### config.mk
export PLATFORM = sky130hd
export DESIGN_NAME = input_debouncer_multi
export DESIGN_NICKNAME = d
export VERILOG_FILES = /design/src/rtl/input_debouncer_multi.sv
export SDC_FILE = /design/constraint.sdc
export NUM_CORES = 1
export LEC_CHECK = 0
export ABC_CLOCK_PERIOD_IN_PS = 3850
export CAP_MARGIN = 20
export CORE_MARGIN = 10
export CORE_UTILIZATION = 44
export CTS_CLUSTER_SIZE = 40
export DETAILED_ROUTE_END_ITERATION = 10
export GPL_TIMING_DRIVEN = 0
export PLACE_DENSITY = 0.62
export SYNTH_ARGS = -nofsm -noshare
export SYNTH_HDL_FRONTEND = slang
export SYNTH_SLANG_ARGS = --single-unit
export TNS_END_PERCENT = 100
### constraint.sdc
create_clock -name clk -period 3.85 [get_ports clk]
set_clock_uncertainty 0.05 [all_clocks]
set_input_delay 0.77 -clock clk [delete_from_list [all_inputs] [get_ports clk]]
set_output_delay 0.77 -clock clk [all_outputs]
set_load 0.1 [all_outputs]
### src/rtl/input_debouncer_multi.sv
// N-channel button conditioner: polarity, 2-flop sync, stability-window debounce,
// and registered press / release / auto-repeat strobes per channel.
module input_debouncer_multi #(
    parameter int CHANNELS        = 8,
    parameter int DEBOUNCE_CYCLES = 50000,
    parameter bit ACTIVE_LOW      = 1'b1,
    parameter int REPEAT_DELAY    = 2500000,
    parameter int REPEAT_RATE     = 500000
) (
    input  logic                clk,
    input  logic                rst,
    input  logic [CHANNELS-1:0] btn_in,
    output logic [CHANNELS-1:0] btn_state,
    output logic [CHANNELS-1:0] btn_press,
    output logic [CHANNELS-1:0] btn_release,
    output logic [CHANNELS-1:0] btn_repeat,
    output logic                any_event
);
    localparam int CW = $clog2(DEBOUNCE_CYCLES + 1);
    localparam logic [CW-1:0] CNT_LAST = CW'(DEBOUNCE_CYCLES - 1);
    localparam int RMAX = (REPEAT_DELAY > REPEAT_RATE) ? REPEAT_DELAY : REPEAT_RATE;
    localparam int RW = (RMAX > 1) ? $clog2(RMAX + 1) : 1;
    localparam logic [0:0] PH_DELAY = 1'b0;
    localparam logic [0:0] PH_RATE  = 1'b1;

    logic [CHANNELS-1:0] pol;
    logic [CHANNELS-1:0] sync1_reg;
    logic [CHANNELS-1:0] sync2_reg;
    logic [CHANNELS-1:0] press_set;
    logic [CHANNELS-1:0] release_set;
    logic [CHANNELS-1:0] repeat_set;
    logic                any_event_reg;

    assign pol = ACTIVE_LOW ? ~btn_in : btn_in;

    // Plain flop-to-flop synchroniser; reset value 0 means "released".
    always_ff @(posedge clk) begin
        if (rst) begin
            sync1_reg <= '0;
            sync2_reg <= '0;
        end else begin
            sync1_reg <= pol;
            sync2_reg <= sync1_reg;
        end
    end

    genvar gi;
    generate
        for (gi = 0; gi < CHANNELS; gi++) begin : g_ch
            logic [CW-1:0] cnt_reg;
            logic          state_reg;
            logic          press_reg;
            logic          release_reg;
            logic          differs;
            logic          accept;

            assign differs           = (sync2_reg[gi] != state_reg);
            assign accept            = differs && (cnt_reg == CNT_LAST);
            assign press_set[gi]     = accept && sync2_reg[gi];
            assign release_set[gi]   = accept && !sync2_reg[gi];

            always_ff @(posedge clk) begin
                if (rst) begin
                    cnt_reg     <= '0;
                    state_reg   <= 1'b0;
                    press_reg   <= 1'b0;
                    release_reg <= 1'b0;
                end else begin
                    press_reg   <= press_set[gi];
                    release_reg <= release_set[gi];
                    if (!differs) begin
                        cnt_reg <= '0;
                    end else if (accept) begin
                        state_reg <= sync2_reg[gi];
                        cnt_reg   <= '0;
                    end else begin
                        cnt_reg <= cnt_reg + CW'(1);
                    end
                end
            end

            assign btn_state[gi]   = state_reg;
            assign btn_press[gi]   = press_reg;
            assign btn_release[gi] = release_reg;

            if (REPEAT_DELAY > 0) begin : g_rpt
                localparam logic [RW-1:0] DELAY_LAST = RW'(REPEAT_DELAY - 1);
                localparam logic [RW-1:0] RATE_LAST  = RW'(REPEAT_RATE - 1);
                logic [RW-1:0] rcnt_reg;
                logic [0:0]    phase_reg;
                logic          repeat_reg;
                logic          hit;

                assign hit = (phase_reg == PH_DELAY) ? (rcnt_reg == DELAY_LAST)
                                                     : (rcnt_reg == RATE_LAST);
                // A release being accepted wins over a due repeat so they never coincide.
                assign repeat_set[gi] = state_reg && !release_set[gi] && hit;

                always_ff @(posedge clk) begin
                    if (rst) begin
                        rcnt_reg   <= '0;
                        phase_reg  <= PH_DELAY;
                        repeat_reg <= 1'b0;
                    end else begin
                        repeat_reg <= repeat_set[gi];
                        if (press_set[gi] || release_set[gi] || !state_reg) begin
                            rcnt_reg  <= '0;
                            phase_reg <= PH_DELAY;
                        end else if (hit) begin
                            rcnt_reg  <= '0;
                            phase_reg <= PH_RATE;
                        end else begin
                            rcnt_reg <= rcnt_reg + RW'(1);
                        end
                    end
                end

                assign btn_repeat[gi] = repeat_reg;
            end else begin : g_no_rpt
                assign repeat_set[gi] = 1'b0;
                assign btn_repeat[gi] = 1'b0;
            end
        end
    endgenerate

    always_ff @(posedge clk) begin
        if (rst) begin
            any_event_reg <= 1'b0;
        end else begin
            any_event_reg <= |(press_set | release_set | repeat_set);
        end
    end

    assign any_event = any_event_reg;

endmodule

Word-level counts from Yosys, hierarchy flattened
Cells that the tools add are included.
- register bits after elaboration: 361
- bits of input ports: 10
- output and inout port bits: 33
- word-level logic and storage cells: 239
- add/subtract/negate cells: 16
- eq/ne operators: 32
- mux-type cells: 8
- bitwise operators: 11
- reduce and logical (&&, ||, !) cells: 113
- operator list (cell ; number):
    $add 22x1->22 const B ; 8
    $eq 22x19->1 const B ; 8
    $eq 22x22->1 const B ; 8
    $add 16x1->16 const B ; 8
    $eq 16x16->1 const B ; 8
    $reduce_or 3->1 ; 16
    $logic_and 1x1->1 ; 40
    $logic_not 1->1 ; 24
    $logic_or 1x1->1 ; 16
    $or 8x8->8 ; 2
    $reduce_and 2->1 ; 8
    $reduce_or 2->1 ; 8
    $mux 1 ; 8
    $ne 1x1->1 ; 8
    $not 1->1 ; 8
    $not 8->8 ; 1
    $reduce_or 8->1 ; 1

Logic depth before layout (Yosys ltp)
Gate-level depths: netlist of run 1.
- depth in word-level cells: 8
- mapped depth: 8
- gate-level depth less buffers: 7

Least setup slack after synthesis of run 1
Ideal clock, no wire load.
- path type: input to register
- from: input rst
- to: register g_ch[0].cnt_reg[11]
- library setup time: 128 ps
- arrival time: 1846 ps
- data required time: 3672 ps
- path slack: 1827 ps
- stages: 6
- path buffers: 3
- cells stage by stage: clkbuf_1 -> clkbuf_1 -> nor2_1 -> nand2_1 -> clkbuf_1 -> nor2_1
- word-level cells in the longest chain between the ends: 1
- ends and longest elaborated chain (what ; line ; source):
    start, declared ; 11 ; input logic rst,
    $reduce_or 3->1 (no line) ; - ;
    end signal, assigned ; 77 ; cnt_reg <= cnt_reg + CW'(1);
    end, declared ; 50 ; logic [CW-1:0] cnt_reg;
Every way passes these cells.
A chain may end at the register's enable or synchronous reset.

==> results.yml, run 1 <==
route:
  drt_iter0_drc: 492
  drtPass1Iterations: 5
  via_per_inst: 4.97
  vias: 11324
  wl_um: 30100
  antenna_left: 0
  drc: 0
  avgRoutedWirePerCell_um: 13.2
sta:
  maxSlewHeadroom_pct: 33.7
  rsz0062_at_grt: "false"
  fin_crit_ns: 3.32
  slew_viol_final: 0
  finalSetupTns_ns: 0
  final_hold_viol_count: 0
  fin_crit_sh_pct: 86.3
  tightest_slew_ns: 0.992
  fmax_mhz: 301
  setup_viol_count_final: 0
final_layout:
  syn2layout_area_growth_pct: 14.8
  drive_above_1_share_pct: 7.14
  num_antenna_cells: 0
  finalNonFillerCells: 2277
  largest_register_ffs: 176
  fin_nets: 1825
  final_common_cell: "nor2_1"
  final_cell_mix: "nor2_1 (389), dfxtp_1 (361), xor2_1 (143), xnor2_1 (128), nand2_1 (111)"
  final_cell_area_sq_mm: 0.0175
die:
  core_region_area_sq_mm: 0.0344
  initial_utilization_pct: 44.3
  die_w_um: 206
  die_h_um: 206
  design.die.area_sq_mm: 0.0425
  io_pins: 43
  rows: 68
clock_tree:
  clock_latency_ns: 0.52
  postCtsHoldBufs: 0
  post_cts_buffers: 0
  clkTransAtPathRegs_ns: 0.05
  cts_made_buffers: 40
  cts_root_buf: "clkbuf_16"
  cts_resized: 0
  cts_sinks: 361
  h-tree-depth: 2
  ctsLongestPathBuffers: 3
  cts_tree: "done"
place:
  post-dp-hpwl_um: 21500
  dp_cells: 2212
  numPortBuffers: 42
  dpl_cell_area_sq_mm: 0.0162
  routabilityCongestion: 0.839
setup_path:
  worstPathMaxFanout: 10
  critical_path_arrival_ns: 3.67
  crit_type: "primary input to register"
  cpMostUsedCell: "clkbuf_1"
  cp_top_family: "buffers and inverters"
  critPathLaunchType: "primary input"
  crit_path_end_kind: "register"
  crit_slowest_cell: "clkdlybuf4s50_1"
  path_cells: "clkdlybuf4s50_1, clkbuf_1, clkbuf_1, clkbuf_1, nor2_1, nand2_1, inv_1"
  cpPeakStageDelay_ns: 0.82
  crit_required_ns: 4.20
  path_buf_inv: 5
yosys:
  synth_ff_type: "dfxtp_1"
  synth_compound_area_share_pct: 1.68
  synth_top_family_by_area: "simple AND/OR/NAND/NOR gates"
  syn_nets: 1741
  yosysSeqAreaShare_pct: 47.4
  ys_async_sr_fraction_pct: 0
  synthSimpleGateAreaFrac_pct: 29.8
  synth-xor-area-share_pct: 15.6
  synthMuxAreaShare_pct: 0.394
  synth_area_leader_cell: "dfxtp_1"
  synth_cells: 1715
  synth_edf_count: 0
  netlist_top_cells_area: "dfxtp_1 (47%), nor2_1 (9.6%), xor2_1 (8.2%)"
  yosysWarnings: 0
  avgSynthCellArea_sq_um: 8.89
  synth_top_area_share_pct: 47.4
  synth_fa_ha_area_share_pct: 1.31
  ys_ff_latch: 361
  synthDistinctLibCells: 55
  synthesis.area_sq_mm: 0.0152
power:
  power_density_mw_per_mm2: 426
  p_total_mw: 7.45
  leakage_nw: 5.81
  ir_drop_uv: 350
grt:
  groute.usage.overall_pct: 14.3
  grt_pass1_vias: 10917
  overflow: 0
  grt_max_degree: 13
  grt_antenna_before_repair: 0
  grt_pass1_wl_um: 51700
min_path:
  min_path_type: "register to register"
flow_run:
  timing.max_cap.violations: 0
outcome:
  outcome: "complete, no violations"
-- Yosys cell counts, types with 22 or more instances --
library cell / number
and3_1: 58
buf_4: 38
dfxtp_1: 361
inv_1: 45
nand2_1: 111
nand3_1: 102
nand4_1: 60
nor2_1: 389
nor3_1: 34
nor4_1: 22
xnor2_1: 128
xor2_1: 143
-- through the flow --
stage | hold WS [ns] | setup WS (ns) | util [%]
after floorplan | 0.363 | 1.83 | -
after global placement | 0.373 | -0.0399 | 47.2
after detailed placement | 0.376 | -0.0711 | 47.2
after CTS | 0.389 | 0.479 | 50.9
after global routing | 0.412 | 0.356 | 50.9
final | 0.386 | 0.526 | 50.9
-- cells by family (layout without fill, tap and decap cells) --
family	after synthesis	in the layout
buffers and inverters	110	217
AND/OR/NAND/NOR	910	910
multiplexers	6	6
flip-flops	361	361
XOR/XNOR	271	271
AO/OA/AOI/OAI	41	41
adder cells (fa/ha/maj)	16	16
-- worst reg2reg max path, cell delays in order (launching register included) --
cell,delay (ns)
dfxtp_1,0.37
ha_1,0.21
nand3_1,0.19
nor2_1,0.19
nand4_1,0.32
o21ai_0,0.47
or2_1,0.25
buf_4,0.20
nor2_1,0.06
-- path summary, 6_finish.rpt --
path | startpoint | to | slack, ns | depth (start not counted)
setup / recovery | rst | g_ch[6].press_reg | 0.53 | 7
hold / removal | sync1_reg[3] | sync2_reg[3] | 0.39 | 1
setup reg to reg | g_ch[2].cnt_reg[0] | g_ch[2].g_rpt.rcnt_reg[20] | 1.44 | 8
hold reg to reg | sync1_reg[3] | sync2_reg[3] | 0.39 | 1
-- power by group --
group	switching [mW]	internal (mW)	total, mW
Sequential	0.00872	3.75	3.76
Clock	1.43	2.21	3.64
Combinational	0.0355	0.0194	0.0549
-- cell type report --
cell class | count | area [sq um]
fillers | 3264 | 16900
multi-input cells | 1244 | 7430
flip-flops and latches | 361 | 7230
clock buffers | 59 | 1200
well taps | 455 | 569
repair buffers | 42 | 420
plain buffers | 65 | 415
inverters | 45 | 169
clock inverters | 6 | 57.6
-- routing by layer --
layer	vias to the layer above	routed length, um	GRT usage [%]
met2	130	13700	23.7
met5	-	0	0
met3	47	1080	2.41
met4	0	601	3.94
met1	5240	14700	18.8
li1	5907	-	-
Note: power is estimated with default switching activity, not from simulation.
==> run 2: changes to the inputs <==
--- a/config.mk
+++ b/config.mk
@@ -6,8 +6,7 @@
 export NUM_CORES = 1
 export LEC_CHECK = 0
 export ABC_CLOCK_PERIOD_IN_PS = 3850
-export CAP_MARGIN = 20
-export CORE_MARGIN = 10
+export CAP_MARGIN = 15
 export CORE_UTILIZATION = 44
 export CTS_CLUSTER_SIZE = 40
 export DETAILED_ROUTE_END_ITERATION = 10
==> run 2 against run 1 <==
Against the previous run: final cell count stayed put; global-route usage is 2.4 points higher; non-clock buffer count stayed put; sequential power hardly changed; die area is 17% lower; core utilization is 1.5 points higher; worst setup slack better by 0.15 ns; sequential share of layout area is 0.45 points lower; fmax is 4.9% higher; via count is 0.43% higher.
==> results.yml, run 2 (synthesis gave the netlist of run 1 again) <==
power:
  leakage_nw: 5.91
  power_density_mw_per_mm2: 451
  ir_drop_uv: 273
place:
  post-dp-hpwl_um: 20900
  dpl_cell_area_sq_mm: 0.0162
  numPortBuffers: 42
  routabilityCongestion: 0.816
final_layout:
  num_antenna_cells: 0
  fin_nets: 1825
  final_cell_area_sq_mm: 0.0177
  final_cell_mix: "nor2_1 (389), dfxtp_1 (361), xor2_1 (143), xnor2_1 (128), nand2_1 (111)"
  syn2layout_area_growth_pct: 16.0
  drive_above_1_share_pct: 7.55
  largest_register_ffs: 176
  final_common_cell: "nor2_1"
route:
  routedLengthMet1_um: 14500
  drtPass1Iterations: 4
  vias: 11373
  wl_um: 29700
  drt_iter0_drc: 447
  highest_layer: "met4"
  route.met3.wl_um: 1070
  avgRoutedWirePerCell_um: 13.1
  drc: 0
  via_per_inst: 4.99
  wl_met2_um: 13600
  antenna_left: 0
clock_tree:
  cts_resized: 0
  post_cts_buffers: 0
  clock_latency_ns: 0.53
  clkTransAtPathRegs_ns: 0.06
  h-tree-depth: 2
  ctsLongestPathBuffers: 3
  cts_root_buf: "clkbuf_16"
  cts_sinks: 361
  postCtsHoldBufs: 0
  cts_tree: "done"
  cts_made_buffers: 40
die:
  initial_utilization_pct: 45.1
  design.die.area_sq_mm: 0.0354
  rows: 67
  die_w_um: 188
  core_region_area_sq_mm: 0.0338
  io_pins: 43
  die_h_um: 188
setup_path:
  worstPathMaxFanout: 10
  crit_required_ns: 4.19
  crit_path_end_kind: "register"
  critical_path_arrival_ns: 3.51
  crit_type: "primary input to register"
  critPathLaunchType: "primary input"
grt:
  groute.usage.overall_pct: 16.7
  grt_pass1_vias: 10609
  grt_pass1_wl_um: 49900
  grt_antenna_before_repair: 1
  grt_max_degree: 15
  overflow: 0
sta:
  fin_crit_ns: 3.17
  slew_viol_final: 0
  hold_ws_ns: 0.375
  setup_viol_count_final: 0
  rsz0062_at_grt: "false"
  maxSlewHeadroom_pct: 33.4
  tightest_slew_ns: 0.995
  final_hold_viol_count: 0
  fin_crit_sh_pct: 82.3
  fmax_mhz: 316
  finalSetupTns_ns: 0
min_path:
  min_path_type: "register to register"
outcome:
  outcome: "complete, no violations"
flow_run:
  timing.max_cap.violations: 0
[run 2: cell count changes in the layout (fill, tap and decap cells not counted)]
| cell | change |
|---|---|
| clkbuf_8 | -5 |
| clkbuf_1 | -1 |
| bufinv_16 | +8 |
| clkinv_2 | +2 |
| clkinvlp_4 | +1 |
| clkinv_4 | +2 |
[run 2: worst max-delay path, stage by stage]
cell and delay [ns]:
clkdlybuf4s50_1 0.84, clkbuf_1 0.56, clkbuf_1 0.47, nor2_1 0.15, nand2_1 0.23, clkbuf_1 0.38, nor2_1 0.10
[run 2: worst paths after layout]
path	from	endpoint	slack (ns)	depth (start not counted)
hold reg to reg	sync1_reg[7]	sync2_reg[7]	0.38	1
setup / recovery	rst	g_ch[0].cnt_reg[8]	0.68	7
setup reg to reg	g_ch[5].g_rpt.rcnt_reg[13]	any_event	1.38	6
hold / removal	sync1_reg[7]	sync2_reg[7]	0.38	1
[run 2: through the flow]
stage	utilization (%)	instances	setup WS (ns)	power [mW]
finish	52.4	2277	0.681	7.98
global route	52.4	2277	0.456	8.24
CTS	52.4	2277	0.605	8.09
detailed placement	48.0	2205	0.0609	3.89
global placement	48.0	2205	0.0448	3.89
floorplan	-	1715	1.83	3.86
[run 2: area by class of cell]
class	instances	area, sq um
buffer	65	415
multi-input combinational	1244	7430
fill	3085	16100
clock buffer	53	1130
inverter	45	169
clock inverter	19	333
sequential	361	7230
tap	448	561
timing repair buffer	42	420
[run 2: routing by layer]
metal	GRT usage, %	vias up
li1	-	5904
met1	22.5	5274
met2	27.6	151
met3	2.66	44
met4	4.63	0
met5	0	-
[run 2: power breakdown]
group / internal [mW] / switching, mW
combinational: 0.0195 / 0.0360
sequential: 3.75 / 0.00876
clock: 2.67 / 1.50
==> variant (flow settings as in run 1) <==
The parameter `ACTIVE_LOW` goes from 1'b1 to 1'b0.
--- a/src/rtl/input_debouncer_multi.sv
+++ b/src/rtl/input_debouncer_multi.sv
@@ -5,3 +5,3 @@
     parameter int DEBOUNCE_CYCLES = 50000,
-    parameter bit ACTIVE_LOW      = 1'b1,
+    parameter bit ACTIVE_LOW      = 1'b0,
     parameter int REPEAT_DELAY    = 2500000,
Function: same outputs for any inputs over 4 cycles, from zero or initial values and one cycle with rst high; that may be too few to reach the edited logic, so the function may still have changed.
==> variant against run 1 <==
Total power grew 6.0%; cell area rose by 0.69%; final cell count is 0.44% higher; synthesized area is 0.36% lower; clock power rose by 12%; sequential cell count stayed put; setup slack improved by 0.12 ns; wire length hardly changed; critical endpoint is now g_ch[3].press_reg$_SDFF_PP0_; largest power group is now the clock network; highest routed layer unchanged.
==> variant: results (changes against run 1) <==
Detailed routing
  • Routed length per instance: 13.2 µm (-0.50%)
  • Met3 WL post-DR: 1.18 mm (+9.1%)
  • Met1 WL: 14.6 mm (-0.84%)
  • Via/cell ratio: 4.95 (-0.45%)
  • Uppermost layer routed: met4
  • Iter 0 DRT Violations: 480 (-2.4%)
  • DR WL met2: 13.7 mm (unchanged)

Yosys
  • Synth Area per Inst: 8.82 µm² (-0.77%)
  • Most area-consuming cells after synthesis: dfxtp_1 (48%), nor2_1 (9.8%), xor2_1 (8.3%)
  • Mapped Nets: 1,748 (+0.40%)
  • Yosys warning count: 0 (unchanged)
  • Top cells by count, synth: nor2_1 (398), dfxtp_1 (361), xor2_1 (144)
  • Top FF cell, synth: dfxtp_1
  • Unique masters post-synth: 52 (-5.5%)
  • Sequential fraction of the synthesis area: 47.6% (+0.17 points)
  • Asr flop ratio synth: 0% (unchanged)

Final layout
  • Nets: 1,835 (+0.55%)
  • Max reg flops: 176 (unchanged)
  • # diodes: 0 (unchanged)
  • Fill count: 3,200 (-2.0%)
  • Final Instance Count excl. Fillers: 2,287 (+0.44%)
  • Share of layout cells above drive strength 1: 6.47% (-0.66 points)

Place
  • Hpwl dp: 21.4 mm (-0.20%)
  • Final GP Congestion: 0.822 (-2.1%)
  • Port bufs: 42 (unchanged)
  • Placed cells: 2,213 (+0.045%)

Critical path
  • CP arrival: 3.52 ns (-0.15 ns)
  • Critical Path Start: rst
  • Reg-to-reg critical path startpoint: g_ch[0].state_reg$_SDFFE_PP0P_
  • Worst R2R Path Depth: 7 (-1)
  • Worst-path maximum fanout: 10 (unchanged)

Hold path
  • Hold Path Class: reg -> reg
  • Hold_sp: sync1_reg[7]$_SDFF_PP0_

GRT
  • Initial antenna violation count: 0 (unchanged)
  • M3 GR Usage: 3.43% (+1.0 points)
  • Global-route wire length before repair: 50.8 mm (-1.8%)
  • Tot GR Track Use: 14.2% (-0.071 points)
  • GRT met2 Usage: 23.1% (-0.66 points)
  • Vias in the first global route: 10,669 (-2.3%)
  • GR Layer Usage met1: 18.4% (-0.40 points)

CTS
  • Num CTS Buffers: 41 (+2.5%)
  • Post-CTS Setup Bufs: 0 (unchanged)
  • Clock Pin Slew Worst Setup and Hold Paths: 0.06 ns
  • Worst-Skew Late Latency: 0.54 ns (+0.02 ns)
  • # H-tree levels: 2 (unchanged)
  • PostCTS Resize Cnt: 0 (unchanged)

Pwr
  • Sw Pwr: 1.56 mW (+5.8%)
  • Max IR drop VDD: 0.357 mV (+1.9%)
  • Leak Pwr: 5.82 nW (about the same)
  • Seq pwr share: 47.6% (-2.8 points)
  • Clk power: 4.08 mW (+12%)

Outcome
  • Run status: completed

Timing
  • Tightest Pin Transition: 0.987 ns (-0.00475 ns)
[variant: cell count changes after synthesis, moves of 7 or more]
cell,change
nor2_1,+9
and3_1,-9
nor2b_1,+9
clkbuf_1,+16
or2_2,-7
[variant: cell type report]
type | count | area (µm²) | area share (%)
Inverter | 42 | 158 | 0.895
Clock inverter | 12 | 193 | 1.09
Buffer | 73 | 415 | 2.36
Sequential cell | 361 | 7230 | 41.0
Clock buffer | 61 | 1240 | 7.06
Multi-Input combinational cell | 1246 | 7390 | 41.9
Tap cell | 448 | 561 | 3.18
Timing Repair Buffer | 44 | 429 | 2.44
[variant: path summary, 6_finish.rpt]
kind              slack [ns]                           end
hold reg to reg         0.38       sync2_reg[7]$_SDFF_PP0_
hold / removal          0.38       sync2_reg[7]$_SDFF_PP0_
setup reg to reg        1.17          any_event$_SDFF_PP0_
setup / recovery        0.65  g_ch[3].press_reg$_SDFF_PP0_
[variant: cells by family (layout without fill, tap and decap cells)]
family,Yosys count,after routing,synth area share (%)
and+or+nand+nor,922,922,29.8
DFF,361,361,47.6
xor gates and xnor gates,275,275,15.9
buffers and inverters,115,232,3.77
AOI/OAI and AO/OA,31,31,1.49
adders and majority gates,16,16,1.32
muxes,2,2,0.132
[variant: through the flow]
step / setup slack, ns / area, µm² / total power, mW / utilization (%)
after detailed placement: 0.0395 / 16200 / 3.89 / 47.9
after CTS: 0.624 / 17600 / 8.00 / 52.1
after global placement: 0.0305 / 16200 / 3.89 / 47.9
final: 0.649 / 17600 / 7.89 / 52.1
after floorplan: 1.72 / 15200 / 3.86 / -
after global routing: 0.601 / 17600 / 8.17 / 52.1
[variant: worst max-delay path, cell delays in order]
cell	delay [ns]
clkdlybuf4s50_1	0.70
clkbuf_1	0.61
clkbuf_1	0.54
buf_1	0.65
nor3b_1	0.23
